--- src/rtl/be_arb_pkg.sv ---
// be_arb_pkg: shared state type and index-width helper for be_mem_arbiter.
package be_arb_pkg;

    typedef enum logic {IDLE, BUSY} state_t;

    function automatic int idx_w(input int n);
        return (n > 1) ? $clog2(n) : 1;
    endfunction

endpackage

--- src/rtl/arb_rr_picker.sv ---
// arb_rr_picker: combinational one-hot picker, scanning from base_i upward with wrap.
module arb_rr_picker
    import be_arb_pkg::*;
#(
    parameter int N  = 2,
    parameter int IW = idx_w(N)
) (
    input  logic [N-1:0]  req_i,
    input  logic [IW-1:0] base_i,
    output logic [N-1:0]  pick_o,
    output logic          any_o
);

    logic          found;
    logic [IW-1:0] j;

    always_comb begin
        pick_o = '0;
        found  = 1'b0;
        j      = '0;
        for (int k = 0; k < N; k++) begin
            j = IW'((int'(base_i) + k) % N);
            if (!found && req_i[j]) begin
                pick_o[j] = 1'b1;
                found     = 1'b1;
            end
        end
    end

    assign any_o = |req_i;

endmodule

--- src/rtl/be_mem_arbiter.sv ---
// be_mem_arbiter: one-transfer-per-grant arbiter sharing a native memory port.
// Define BE_ARB_RR_EN for round-robin; otherwise fixed priority with index 0 highest.
module be_mem_arbiter
    import be_arb_pkg::*;
#(
    parameter int N_MASTERS = 2,
    parameter int ADDR_W    = 32,
    parameter int DATA_W    = 32,
    localparam int NBYTES   = DATA_W / 8
) (
    input  logic                          clk,
    input  logic                          reset,
    input  logic [N_MASTERS-1:0]          m_valid,
    input  logic [N_MASTERS*ADDR_W-1:0]   m_addr,
    input  logic [N_MASTERS*DATA_W-1:0]   m_wdata,
    input  logic [N_MASTERS*NBYTES-1:0]   m_wstrb,
    output logic [N_MASTERS*DATA_W-1:0]   m_rdata,
    output logic [N_MASTERS-1:0]          m_ready,
    output logic                          mem_valid,
    output logic [ADDR_W-1:0]             mem_addr,
    output logic [DATA_W-1:0]             mem_wdata,
    output logic [NBYTES-1:0]             mem_wstrb,
    input  logic [DATA_W-1:0]             mem_rdata,
    input  logic                          mem_ready,
    output logic [N_MASTERS-1:0]          grant
);

    localparam int IW = idx_w(N_MASTERS);

    state_t                 state_q, state_d;
    logic [N_MASTERS-1:0]   grant_q, grant_d;
    logic [N_MASTERS-1:0]   pick;
    logic                   any;
    logic                   cur_valid;
    logic [IW-1:0]          base;

`ifdef BE_ARB_RR_EN
    logic [IW-1:0] last_q, last_d, gi;

    assign base = (last_q == IW'(N_MASTERS - 1)) ? '0 : last_q + 1'b1;

    always_comb begin
        gi = '0;
        for (int i = 0; i < N_MASTERS; i++)
            if (grant_q[i]) gi = IW'(i);
    end

    always_ff @(posedge clk or posedge reset)
        if (reset) last_q <= IW'(N_MASTERS - 1);
        else       last_q <= last_d;
`else
    assign base = '0;
`endif

    arb_rr_picker #(.N(N_MASTERS), .IW(IW)) u_pick (
        .req_i  (m_valid),
        .base_i (base),
        .pick_o (pick),
        .any_o  (any)
    );

    assign cur_valid = |(m_valid & grant_q);

    always_comb begin
        state_d = state_q;
        grant_d = grant_q;
`ifdef BE_ARB_RR_EN
        last_d  = last_q;
`endif
        if (state_q == IDLE) begin
            if (any) begin
                state_d = BUSY;
                grant_d = pick;
            end
        end else if (mem_ready || !cur_valid) begin
            state_d = IDLE;
            grant_d = '0;
`ifdef BE_ARB_RR_EN
            last_d  = gi;
`endif
        end
    end

    always_ff @(posedge clk or posedge reset)
        if (reset) begin
            state_q <= IDLE;
            grant_q <= '0;
        end else begin
            state_q <= state_d;
            grant_q <= grant_d;
        end

    // grant_q is zero in IDLE, so the one-hot AND-OR mux drives zeros there
    always_comb begin
        mem_addr  = '0;
        mem_wdata = '0;
        mem_wstrb = '0;
        for (int i = 0; i < N_MASTERS; i++)
            if (grant_q[i]) begin
                mem_addr  = m_addr[i*ADDR_W +: ADDR_W];
                mem_wdata = m_wdata[i*DATA_W +: DATA_W];
                mem_wstrb = m_wstrb[i*NBYTES +: NBYTES];
            end
    end

    assign mem_valid = (state_q == BUSY) && cur_valid;
    assign m_ready   = grant_q & {N_MASTERS{mem_ready}};
    assign m_rdata   = {N_MASTERS{mem_rdata}};
    assign grant     = grant_q;

endmodule

--- config.mk ---
export PLATFORM = sky130hd
export DESIGN_NAME = be_mem_arbiter
export DESIGN_NICKNAME = d
export VERILOG_FILES = /design/src/rtl/be_arb_pkg.sv /design/src/rtl/arb_rr_picker.sv /design/src/rtl/be_mem_arbiter.sv
export SDC_FILE = /design/constraint.sdc
export NUM_CORES = 1
export LEC_CHECK = 0
export ABC_AREA = 1
export ABC_CLOCK_PERIOD_IN_PS = 860
export BUFFER_PORTS_ARGS = -buffer_cell sky130_fd_sc_hd__buf_4
export CAP_MARGIN = 20
export CORE_AREA = 4 4 117 119
export CTS_CLUSTER_DIAMETER = 80
export DETAILED_ROUTE_END_ITERATION = 6
export DIE_AREA = 0 0 121 123
export SLEW_MARGIN = 0
export SYNTH_ARGS = -nofsm -noshare
export SYNTH_HDL_FRONTEND = slang
export SYNTH_HIERARCHICAL = 1
export SYNTH_SLANG_ARGS = --single-unit
export TNS_END_PERCENT = 5
--- constraint.sdc ---
create_clock -name clk -period 0.86 [get_ports clk]
set_input_delay 0.043 -clock clk [delete_from_list [all_inputs] [get_ports clk]]
set_output_delay 0.043 -clock clk [all_outputs]
set_load 0.01 [all_outputs]
Yosys cells after proc, flatten, opt, wreduce, memory -nomap -nowiden. Cells that the tools add are included.

Bits in registers: 3. Output and inout bits: 137. Input port bits: 173. Word-level logic and storage cells: 29.

Equal/unequal tests: 1. Reductions and logical operators: 9. Bitwise gates (word level): 2. Multiplexer cells: 15.

Operator list (number): two-way mux 32 bit (4); two-way mux 2 bit (4); two-way mux 4 bit (2); two-way mux 1 bit (5); bitwise AND 2 bit (2); OR reduction 2 bit (2); logical AND 1 bit (2); logical NOT 1 bit (2); != test 2 x 1 -> 1 bit (second input constant) (1); AND reduction 2 bit (1); nonzero test 2 bit (1); logical OR 1 bit (1).

Depth between registers and ports, before layout.
Word-level depth: 6. Depth in mapped cells: 7. Gate-level depth less buffers: 6.

Modules after synthesis. The synthesis kept the hierarchy.

By module, submodules not included: be_mem_arbiter (instances 1, area an instance 1699.1 um2, seq. area each 75.1 um2, cells an instance 318); arb_rr_picker (instances 1, area an instance 26.3 um2, seq. area each 0.0 um2, cells an instance 6).

Worst setup path after synthesis. OpenSTA, ideal clock, no wires.

Kind: reg2out. Start point: reg grant_q[1] (netlist: grant[1]). End point: out mem_addr[23]. Arrival: 1.012 ns. Stages on the path, launching flop included: 7. Data required time: 0.817 ns. Path buffers: 3. Slack: -0.195 ns. Cell sequence: dfrtp_1 -> buf_6 -> inv_4 -> buf_6 -> buf_8 -> nand3_2 -> nand2_1.

Longest elaborated chain between the ends: 1.

Ends and longest elaborated chain: start, declared (RTL line be_mem_arbiter.sv:31) `logic [N_MASTERS-1:0] grant_q, grant_d;`; start signal, assigned (RTL line be_mem_arbiter.sv:90) `grant_q <= grant_d;`; two-way mux 32 bit (RTL line be_mem_arbiter.sv:99) `if (grant_q[i]) begin`; end, declared (RTL line be_mem_arbiter.sv:20) `output logic [ADDR_W-1:0] mem_addr,`.

Every way passes these cells.

Final worst setup path.
Start point: reg grant_q[1] (netlist: grant[1]). End point: out mem_wdata[24].

Longest elaborated chain between the ends: 1.

Ends and longest elaborated chain: two-way mux 32 bit (RTL line be_mem_arbiter.sv:99); end, declared (RTL line be_mem_arbiter.sv:21) `output logic [DATA_W-1:0] mem_wdata,`.

Every way passes these cells.

==> results.toml <==
[outcome]
status = "complete, but fails checks"
violations = "setup timing"

[clock_tree]
htree_levels = 1
cts.clk_slew.worst_paths_ns = 0.03
cts_buffers = 3
insertion_delay_ns = 0.23
cts-root-buf = "clkbuf_16"
clock_path_buffers = 2
cts_tree = "done"
clkSinkCount = 3

[power_and_ir_drop]
powerDensity_nw_per_um2 = 1170
ir_worst_vdd_v = 0.00109
power.leakage_nw = 1.96

[routing]
wl_per_cell_um = 12.6
routed_wl_um = 8130
wl_met3_um = 843
wl_met1_um = 3100
dr.pass1.iters = 4
met2WireLength_um = 3970
avgViaCountPerCell = 3.82
vias = 2466
drt_iter0_drc = 108
dr.max_layer_used = "met4"
ant_nets = 0
drc_errors = 0

[worst_hold_path]
hold_path_depth = 0
min_path_type = "in2out"

[sta]
whs_ns = 0.0860
post-route-min-period_ns = 1.27
hold_viol_final = 0
finClkSkew_ns = 0.00346
fin_setup_tns_ns = -28.18
setup_ws_ns = -0.411
timing.final.crit_share_pct = 148
fmax_mhz = 787
rsz0062_at_grt = "true"
slew_viol_final = 0
setup_viol = 76

[synth]
syn-cell-area_um2 = 1730
ys_seq_elements = 3
synth_cell_types = 15
yosys_warnings = 6
yosysSeqAreaShare_pct = 4.35
synth_area_per_cell_um2 = 5.33
synth_cells = 324
yosysTopAreaCell = "nand2_1"
synth.top_cell.area_share_pct = 32.8
synth_area_leaders = "nand2_1, buf_4, nand3_1"

[run]
maxCapViolCount = 0

[setup_path]
reg2regPathDepth = 7
critPathKind = "reg2out"
worstSetupEndpointType = "output port"
path_max_fanout = 14
cp.required_ns = 0.82
start_kind = "register"
crit_arrival_ns = 1.23

[global_route]
grt_util_all_layers_pct = 8.93
globalRoute.totalOverflow = 0
grt_pass1_vias = 2156
grt_max_degree = 36
antenna_found_initial = 0
grt_pass1_wl_um = 10900

[place]
dp_hpwl_um = 6250
place_area_um2 = 3120
routabilityCongestion = 0.786
io_buffers = 213

[finish]
fin_area_um2 = 3350
nNetsFinal = 648
diodes = 0
drive_gt1_share_pct = 56.3
area_delta_synth_final_pct = 94.3

[floorplanning]
core_um2 = 12600
die_h_um = 123
rows = 41
ios = 310
die_w_um = 121
die_area_um2 = 14900
start_util_pct = 13.7
==> timing repair <==
action / in CTS / in global routing
endpoints found under the setup margin: 76 / 76
setup buffers: 0 / 0
gates resized for setup: 17 / 4
cloned: 1 / 2
pin swaps: 1 / 1
hold buffers: 1 / 0
hold endpoints to repair: 3 / 0
==> where the power goes <==
part | switching, mW | internal, mW | leakage [nW]
clock | 0.139 | 0.613 | 0.0382
sequential | 0.0291 | 0.167 | 0.0354
combinational | 1.39 | 1.57 | 1.88
total | 1.56 | 2.35 | 1.96
==> critical path: stages (launching register included) <==
cell and delay (ns):
dfrtp_2 0.43, buf_6 0.16, buf_12 0.15, nand2_1 0.07, nand2_1 0.05, buf_4 0.14
==> layout by cell type (no fill, tap or decap), drive strengths merged <==
cell and instances:
a21oi 2, buf 229, clkbuf 6, clkinv 1, conb 2, dfrtp 3
dlygate4sd3 1, inv 6, nand2 151, nand3 71, or2 2
==> registers in the layout, indices dropped and copies added, names as in the netlist <==
| name | cells |
|---|---|
| state_q | 1 |
| grant | 2 |
==> logic make-up (layout without fill, tap and decap cells) <==
kind of cell           after synthesis  count (layout)  synth area share, %
AND/OR/NAND/NOR                    224             224                 57.1
buffers and inverters               94             243                 37.8
flip-flops                           3               3                 4.35
AO/OA/AOI/OAI                        2               2                0.580
other                                1               2                0.217
==> area by class of cell <==
class | instances | area (um2)
clock buffers | 4 | 78.8
fillers | 1414 | 9220
inverters | 7 | 31.3
multi-input cells | 228 | 1060
flip-flops and latches | 3 | 77.6
well taps | 172 | 215
repair buffers | 232 | 1890
==> per-layer routing <==
| layer | up-vias | track usage (%) |
|---|---|---|
| li1 | 1249 | - |
| met1 | 1057 | 10.6 |
| met2 | 131 | 14.9 |
| met3 | 29 | 2.65 |
| met4 | 0 | 4.11 |
| met5 | - | 0 |
==> worst paths after layout <==
| check | to | startpoint | slack (ns) |
|---|---|---|---|
| setup / recovery | mem_wdata[24] | grant[1]$_DFFE_PP0P_ | -0.41 |
| hold / removal | m_rdata[19] | mem_rdata[19] | 0.09 |
| setup reg to reg | grant[1]$_DFFE_PP0P_ | grant[1]$_DFFE_PP0P_ | -0.22 |
| hold reg to reg | grant[0]$_DFFE_PP0P_ | state_q$_DFF_PP0_ | 0.62 |
| max in group asynchronous | grant[1]$_DFFE_PP0P_ | reset | 0.46 |
| min in group asynchronous | state_q$_DFF_PP0_ | reset | 0.25 |
==> cell usage after synthesis (all sizes together) <==
cell    number
a21oi        2
dfrtp        3
conb         1
clkbuf       1
inv          7
nand3       71
or2          2
nand2      151
buf         86
==> through the flow <==
step	std cells	worst slack, ns	power [mW]	util, %
2_1_floorplan	325	-0.184	1.72	-
3_3_place_gp	638	-0.197	2.96	24.8
3_5_place_dp	638	-0.215	2.97	24.8
4_1_cts	644	-0.426	3.86	26.2
5_1_grt	646	-0.467	4.20	26.7
6_report	646	-0.411	3.91	26.7
Note: power is estimated with default switching activity, not from simulation.
